--- src/rtl/uart_framed.sv ---
// Single-clock UART: baud-divided framed transmitter and mid-bit sampling receiver
// with valid/ready toward the core and per-word error flags.
module uart_framed #(
  parameter int unsigned word_size = 8,
  parameter int unsigned BAUD_DIV  = 16,
  parameter int unsigned PARITY    = 0,
  parameter int unsigned STOP_BITS = 1
) (
  input  logic                 internal_clk,
  input  logic                 rst_n,
  input  logic [word_size-1:0] tx_data,
  input  logic                 tx_valid,
  output logic                 tx_ready,
  output logic                 bit_from_UART,
  input  logic                 bit_to_UART,
  output logic [word_size-1:0] word_from_UART,
  output logic                 rx_valid,
  input  logic                 read,
  output logic                 rx_frame_err,
  output logic                 rx_parity_err,
  output logic                 rx_overrun
);

  localparam int unsigned BAUD_W = $clog2(BAUD_DIV);
  localparam int unsigned BIT_W  = 4;
  localparam logic HAS_PAR = (PARITY != 0);
  localparam logic ODD_PAR = (PARITY == 2);
  localparam logic [BAUD_W-1:0] BAUD_LAST = BAUD_W'(BAUD_DIV - 1);
  localparam logic [BAUD_W-1:0] BAUD_HALF = BAUD_W'(BAUD_DIV / 2 - 1);
  localparam logic [BIT_W-1:0]  DATA_LAST = BIT_W'(word_size - 1);
  localparam logic [BIT_W-1:0]  STOP_LAST = BIT_W'(STOP_BITS - 1);

  typedef enum logic [2:0] {
    ST_IDLE,
    ST_START,
    ST_DATA,
    ST_PARITY,
    ST_STOP
  } state_t;

  state_t               r_tx_state;
  logic [BAUD_W-1:0]    r_tx_baud;
  logic [BIT_W-1:0]     r_tx_bits;
  logic [word_size-1:0] r_tx_shift;
  logic                 r_tx_par;
  logic                 r_tx_line;
  logic                 r_tx_ready;

  state_t               r_rx_state;
  logic [2:0]           r_rx_sync;
  logic [BAUD_W-1:0]    r_rx_baud;
  logic [BIT_W-1:0]     r_rx_bits;
  logic [word_size-1:0] r_rx_shift;
  logic                 r_rx_par;
  logic [word_size-1:0] r_rx_word;
  logic                 r_rx_valid;
  logic                 r_rx_ferr;
  logic                 r_rx_perr;
  logic                 r_rx_ovr;

  logic w_rx_in;
  logic w_rx_fall;

  // [0],[1] form the synchroniser; [2] is the previous synchronised level for edge detect
  assign w_rx_in   = r_rx_sync[1];
  assign w_rx_fall = r_rx_sync[2] & ~r_rx_sync[1];

  assign tx_ready       = r_tx_ready;
  assign bit_from_UART  = r_tx_line;
  assign word_from_UART = r_rx_word;
  assign rx_valid       = r_rx_valid;
  assign rx_frame_err   = r_rx_ferr;
  assign rx_parity_err  = r_rx_perr;
  assign rx_overrun     = r_rx_ovr;

  // Transmitter: the line register always holds the bit of the current bit time
  always_ff @(posedge internal_clk) begin
    if (!rst_n) begin
      r_tx_state <= ST_IDLE;
      r_tx_baud  <= '0;
      r_tx_bits  <= '0;
      r_tx_shift <= '0;
      r_tx_par   <= 1'b0;
      r_tx_line  <= 1'b1;
      r_tx_ready <= 1'b1;
    end else begin
      case (r_tx_state)
        ST_IDLE: begin
          if (tx_valid && r_tx_ready) begin
            r_tx_state <= ST_START;
            r_tx_shift <= tx_data;
            r_tx_par   <= (^tx_data) ^ ODD_PAR;
            r_tx_baud  <= '0;
            r_tx_line  <= 1'b0;
            r_tx_ready <= 1'b0;
          end
        end
        default: begin
          if (r_tx_baud != BAUD_LAST) begin
            r_tx_baud <= r_tx_baud + BAUD_W'(1);
          end else begin
            r_tx_baud <= '0;
            case (r_tx_state)
              ST_START: begin
                r_tx_state <= ST_DATA;
                r_tx_line  <= r_tx_shift[0];
                r_tx_shift <= r_tx_shift >> 1;
                r_tx_bits  <= '0;
              end
              ST_DATA: begin
                if (r_tx_bits == DATA_LAST) begin
                  r_tx_bits <= '0;
                  if (HAS_PAR) begin
                    r_tx_state <= ST_PARITY;
                    r_tx_line  <= r_tx_par;
                  end else begin
                    r_tx_state <= ST_STOP;
                    r_tx_line  <= 1'b1;
                  end
                end else begin
                  r_tx_line  <= r_tx_shift[0];
                  r_tx_shift <= r_tx_shift >> 1;
                  r_tx_bits  <= r_tx_bits + BIT_W'(1);
                end
              end
              ST_PARITY: begin
                r_tx_state <= ST_STOP;
                r_tx_line  <= 1'b1;
                r_tx_bits  <= '0;
              end
              ST_STOP: begin
                if (r_tx_bits == STOP_LAST) begin
                  r_tx_state <= ST_IDLE;
                  r_tx_ready <= 1'b1;
                end else begin
                  r_tx_bits <= r_tx_bits + BIT_W'(1);
                end
                r_tx_line <= 1'b1;
              end
              default: begin
                r_tx_state <= ST_IDLE;
                r_tx_line  <= 1'b1;
                r_tx_ready <= 1'b1;
              end
            endcase
          end
        end
      endcase
    end
  end

  // Receiver: half a bit after the start edge, then one sample per bit time (mid-bit)
  always_ff @(posedge internal_clk) begin
    if (!rst_n) begin
      r_rx_state <= ST_IDLE;
      r_rx_sync  <= 3'b111;
      r_rx_baud  <= '0;
      r_rx_bits  <= '0;
      r_rx_shift <= '0;
      r_rx_par   <= 1'b0;
      r_rx_word  <= '0;
      r_rx_valid <= 1'b0;
      r_rx_ferr  <= 1'b0;
      r_rx_perr  <= 1'b0;
      r_rx_ovr   <= 1'b0;
    end else begin
      r_rx_sync <= {r_rx_sync[1:0], bit_to_UART};
      if (read && r_rx_valid) begin
        r_rx_valid <= 1'b0;
        r_rx_ovr   <= 1'b0;
      end
      case (r_rx_state)
        ST_IDLE: begin
          if (w_rx_fall) begin
            r_rx_state <= ST_START;
            r_rx_baud  <= '0;
          end
        end
        ST_START: begin
          if (r_rx_baud == BAUD_HALF) begin
            r_rx_baud  <= '0;
            r_rx_bits  <= '0;
            r_rx_state <= w_rx_in ? ST_IDLE : ST_DATA;
          end else begin
            r_rx_baud <= r_rx_baud + BAUD_W'(1);
          end
        end
        ST_DATA: begin
          if (r_rx_baud == BAUD_LAST) begin
            r_rx_baud  <= '0;
            r_rx_shift <= {w_rx_in, r_rx_shift[word_size-1:1]};
            r_rx_bits  <= r_rx_bits + BIT_W'(1);
            if (r_rx_bits == DATA_LAST) begin
              r_rx_state <= HAS_PAR ? ST_PARITY : ST_STOP;
            end
          end else begin
            r_rx_baud <= r_rx_baud + BAUD_W'(1);
          end
        end
        ST_PARITY: begin
          if (r_rx_baud == BAUD_LAST) begin
            r_rx_baud  <= '0;
            r_rx_par   <= w_rx_in;
            r_rx_state <= ST_STOP;
          end else begin
            r_rx_baud <= r_rx_baud + BAUD_W'(1);
          end
        end
        ST_STOP: begin
          // Only the first stop bit is checked, so the next start edge is caught with no gap
          if (r_rx_baud == BAUD_LAST) begin
            r_rx_baud  <= '0;
            r_rx_state <= ST_IDLE;
            r_rx_word  <= r_rx_shift;
            r_rx_ferr  <= ~w_rx_in;
            r_rx_perr  <= HAS_PAR & ((^r_rx_shift) ^ r_rx_par ^ ODD_PAR);
            r_rx_valid <= 1'b1;
            r_rx_ovr   <= r_rx_valid & ~read;
          end else begin
            r_rx_baud <= r_rx_baud + BAUD_W'(1);
          end
        end
        default: r_rx_state <= ST_IDLE;
      endcase
    end
  end

endmodule
--- config.mk ---
export PLATFORM = sky130hd
export DESIGN_NAME = uart_framed
export DESIGN_NICKNAME = d
export VERILOG_FILES = /design/src/rtl/uart_framed.sv
export SDC_FILE = /design/constraint.sdc
export NUM_CORES = 1
export LEC_CHECK = 0
export ABC_CLOCK_PERIOD_IN_PS = 1800
export CAP_MARGIN = 20
export CORE_MARGIN = 2
export CORE_UTILIZATION = 55
export DETAILED_ROUTE_END_ITERATION = 10
export DONT_BUFFER_PORTS = 1
export GPL_ROUTABILITY_DRIVEN = 0
export GPL_TIMING_DRIVEN = 0
export PLACE_DENSITY = 0.82
export SYNTH_ARGS = -nofsm -noshare
export SYNTH_HDL_FRONTEND = slang
export SYNTH_SLANG_ARGS = --single-unit
--- constraint.sdc ---
create_clock -name internal_clk -period 1.8 [get_ports internal_clk]
set_clock_uncertainty 0.05 [all_clocks]
set_input_delay 0.27 -clock internal_clk [delete_from_list [all_inputs] [get_ports internal_clk]]
set_output_delay 0.27 -clock internal_clk [all_outputs]
set_load 0.02 [all_outputs]
==> results of run 1 <==
## report_power, final
group	internal [uW]	switching [uW]	leakage, uW
Combinational	573	632	0.000640
Sequential	1360	126	0.000443
Clock	557	410	0.0000683
Total	2490	1170	0.00115
## repair_timing
| item | CTS | global route |
|---|---|---|
| resized for setup | 16 | 26 |
| hold endpoints to repair | 1 | 0 |
| pin swaps | 1 | 7 |
| cloned | 1 | 0 |
| endpoints found under the setup margin | 28 | 39 |
| setup buffers | 1 | 6 |
| hold buffers | 1 | 0 |
## synth_stat cells, drive strengths merged
cell type / n
xnor2: 1
and2: 6
a21oi: 8
clkbuf: 12
and3: 3
ha: 5
buf: 6
nand2: 46
a22oi: 2
nor2b: 18
a21boi: 14
nor3b: 2
o22ai: 1
o211ai: 1
nor2: 11
a211o: 2
mux2i: 12
and3b: 2
or3: 4
nand3: 16
conb: 1
o31ai: 1
nor4: 3
nand2b: 7
a211oi: 2
or3b: 3
a21o: 1
a31oi: 3
a2111oi: 2
inv: 8
dfxtp: 54
or2: 2
o211a: 9
o21a: 2
nand3b: 4
o21ai: 18
o311ai: 2
nor3: 3
## logic make-up (layout without fill, tap and decap cells)
family                   Yosys count  after routing
multiplexers                      12             12
AND/OR/NAND/NOR                  130            130
XOR/XNOR                           1              1
adder cells (fa/ha/maj)            5              5
buffers and inverters             26             43
AO/OA/AOI/OAI                     68             68
flip-flops                        54             54
other                              1              1
## per-layer routing
| metal | wire, um | track usage |
|---|---|---|
| met1 | 2497 | 0.2750 |
| met2 | 2539 | 0.3588 |
| met3 | 262 | 0.05139 |
| met5 | 0 | 0 |
| met4 | 77 | 0.08025 |
## metrics by stage
step	hold slack, ns	setup WS (ns)	std cells	total power (uW)
CTS	0.002105	0.004803	360	3500
finish	0.009374	-0.02428	366	3654
floorplan	0.3188	0.05850	297	2298
detailed placement	0.3259	-0.2517	349	2500
global placement	0.3228	-0.2097	349	2460
global route	0.004670	-0.1065	366	3869
## cell type report
class	instances	area, um2
Fill cell	358	1483
Multi-Input combinational cell	217	1454
Sequential cell	54	1092
Buffer	18	108.9
Timing Repair Buffer	9	73.82
Clock buffer	5	68.82
Clock inverter	3	68.82
Tap cell	52	65.06
Inverter	8	30.03
## how the worst max path moves through the flow
stage,cells past startpoint,to,startpoint
4_1_cts,6,r_tx_baud[3]$_SDFFE_PN0P_,r_tx_state[2]$_SDFFE_PN0P_
6_report,5,r_rx_bits[2]$_SDFFE_PN0P_,r_rx_state[1]$_SDFFE_PN0P_
3_5_place_dp,7,r_tx_shift[4]$_SDFFE_PN0P_,r_tx_baud[0]$_SDFFE_PN0P_
3_3_place_gp,7,r_tx_shift[6]$_SDFFE_PN0P_,r_tx_baud[0]$_SDFFE_PN0P_
5_1_grt,6,r_rx_bits[2]$_SDFFE_PN0P_,r_rx_state[1]$_SDFFE_PN0P_
2_1_floorplan,7,r_tx_shift[4]$_SDFFE_PN0P_,r_tx_baud[0]$_SDFFE_PN0P_
## sequential cells by signal (all words and copies together) (netlist names)
name	cells
rx_frame_err	1
rx_valid	1
bit_from_UART	1
word_from_UART	8
r_tx_baud	4
r_rx_sync	3
rx_overrun	1
r_rx_baud	4
r_tx_bits	4
tx_ready	1
r_tx_shift	8
r_rx_shift	8
r_rx_state	3
r_rx_bits	4
r_tx_state	3
## critical path: cells and delay by family (launching register included)
family | cells | cell delay, ns
AO/OA/AOI/OAI | 3 | 0.75
AND/OR/NAND/NOR | 2 | 0.58
flip-flops | 1 | 0.34
==> out/qor.txt, run 1 <==
DIE
------------------------------------------------------------------------------------------------------
Starting density of the core                                                                    0.5797
Num ports                                                                                           27
Die outline area                                                                              5248 um2
Die Span X                                                                                    72.44 um
Standard cell core area                                                                       4444 um2
Number of rows in the core area                                                                     24
Die H                                                                                         72.44 um

TIMING
------------------------------------------------------------------------------------------------------
Count of pins over their slew limit                                                                  0
Final TNS setup                                                                            -0.02428 ns
Worst Tran Pin Value                                                                         0.5570 ns
Time the final worst path needs with I/O delays and setup                                     1.824 ns
Count of final setup violators                                                                       1
Max frequency                                                                                548.2 MHz
Final count of hold timing violations                                                                0
Setup repair after global routing missed its margin                                                yes
Least setup slack across all paths after layout                                            -0.02428 ns
Max transition margin                                                                           0.6287
Final critical-path share of the clock period                                                    1.013

CRITICAL PATH
------------------------------------------------------------------------------------------------------
Arrival @ worst endpoint                                                                       1.99 ns
Worst reg2reg endpoint                                                                    r_rx_bits[2]$_SDFFE_PN0P_
Setup crit start kind                                                                             flop
Worst Path Required                                                                            1.96 ns
Worst reg-to-reg path cell count                                                                     5
Ordered list of cells on the worst path                                                   or3b_4, a211o_1, o21ai_0, o21ai_2, and2_1
Class of the most critical setup path                                                     flop to flop
Maximum single-stage delay on the critical path                                                0.42 ns
CP max FO                                                                                            4
Slowest stage cell on the critical path                                                         or3b_4
Worst flop-to-flop path startpoint                                                        r_rx_state[1]$_SDFFE_PN0P_
Worst reg-to-reg setup slack                                                                  -0.02 ns
CP endpoint kind                                                                                  flop

DRT
------------------------------------------------------------------------------------------------------
DRC                                                                                                  0
Drt first-iter violations                                                                          168
Detailed-route via count                                                                          2117
Post-route ant nets                                                                                  0
Via density per instance                                                                         5.784
Aggregate routed wire length                                                                   5376 um
Average wire per cell in the routed design                                                    14.69 um
Drt first pass iters                                                                                 4

SYNTHESIS
------------------------------------------------------------------------------------------------------
Proportion of synthesized chip area in sequential cells                                         0.4196
Cell taking the most area after synthesis                                                      dfxtp_1
Dominant combinational cell family by area after synthesis                                simple AND/OR/NAND/NOR gates
Synth Area in Compound Gates                                                                    0.1986
Cell Area, Synth                                                                              2576 um2
Register bit total from synthesis                                                                   54
Synthesized-area fraction occupied by xor and xnor cells                                      0.003400
Mean post-synth cell area                                                                    8.674 um2
Syn nets                                                                                           315
Fraction of post-synthesis cell area in the top cell type by area                               0.4196
Yosys warning total                                                                                  0
Ranking of synthesized cells by area                                                      dfxtp_1, nand2_1, mux2i_1, nor2b_1, o211a_1
Syn Inst Count                                                                                     297
Synth Area in Adders                                                                           0.02428
Proportion of synthesized area in mux cells                                                    0.04662
Distinct cell type count of the synthesized netlist                                                 47
Share of synthesized cell area in and, or, nand and nor gates                                   0.2608

CLOCKING
------------------------------------------------------------------------------------------------------
TritonCTS clock tree                                                                              done
H-tree depth reported by CTS                                                                         2
Clock latency on the worst-skew pair                                                           0.31 ns
Root cell of the clock tree                                                                   clkbuf_8
Clock transition at the register clock pins on the worst setup and hold paths after CTS        0.10 ns
Clock Path Buffers                                                                                   2
Number of clock sinks                                                                               54
CTS buffer count                                                                                     5

WORST HOLD PATH
------------------------------------------------------------------------------------------------------
Startpoint of the lowest-slack hold path                                                   bit_to_UART
Number of stages on the worst hold path                                                              1
Worst min-delay path class                                                                input port to flop
Capture endpoint of the worst hold path                                                   r_rx_sync[0]$_SDFF_PN1_

LAYOUT
------------------------------------------------------------------------------------------------------
Most common library cell in the layout ignoring fill and taps                                  nand2_1
Leading cell types in the layout, fill and taps excluded                                  nand2_1, dfxtp_1, nor2b_1
Share of layout cells above drive strength 1                                                    0.1752
Summed area of non-filler cells in the final layout                                           2962 um2
Net count of the finished layout                                                                   331
Post-layout utilization of the core                                                             0.6664
Area growth from synthesis to final layout                                                      14.96%
Number of diodes                                                                                     0

GLOBAL ROUTING
------------------------------------------------------------------------------------------------------
Overall overflow remaining after global route                                                        0
Wire length of the first global-routing pass                                                   9087 um
Total global-route track usage                                                                  0.2166
Initial antenna violation count                                                                      0
Largest net degree at the start of global routing                                                   18
Vias in the first global route                                                                    2079

PLACEMENT
------------------------------------------------------------------------------------------------------
Placed instance area                                                                          2641 um2
Count of port buffers added during placement                                                         0
Hpwl dp                                                                                        3565 um

PWR
------------------------------------------------------------------------------------------------------
Power per cell area                                                                        1234 nW/um2
Leak                                                                                       0.001151 uW
Maximum ir drop on the vdd rail                                                            0.0009382 V

RUN STATUS
------------------------------------------------------------------------------------------------------
Status                                                                                    finished with violations
Violated checks                                                                           negative setup slack

JOB
------------------------------------------------------------------------------------------------------
Max capacitance violation total                                                                      0

Note: power is estimated with default switching activity, not from simulation.
==> run 2: changes to the inputs <==
--- a/config.mk
+++ b/config.mk
@@ -9,6 +9,7 @@
 export CAP_MARGIN = 20
 export CORE_MARGIN = 2
 export CORE_UTILIZATION = 55
+export CTS_CLUSTER_SIZE = 24
 export DETAILED_ROUTE_END_ITERATION = 10
 export DONT_BUFFER_PORTS = 1
 export GPL_ROUTABILITY_DRIVEN = 0
==> results of run 2 <==
Same layout as run 1: the final DEF is identical, and so are final timing and power.
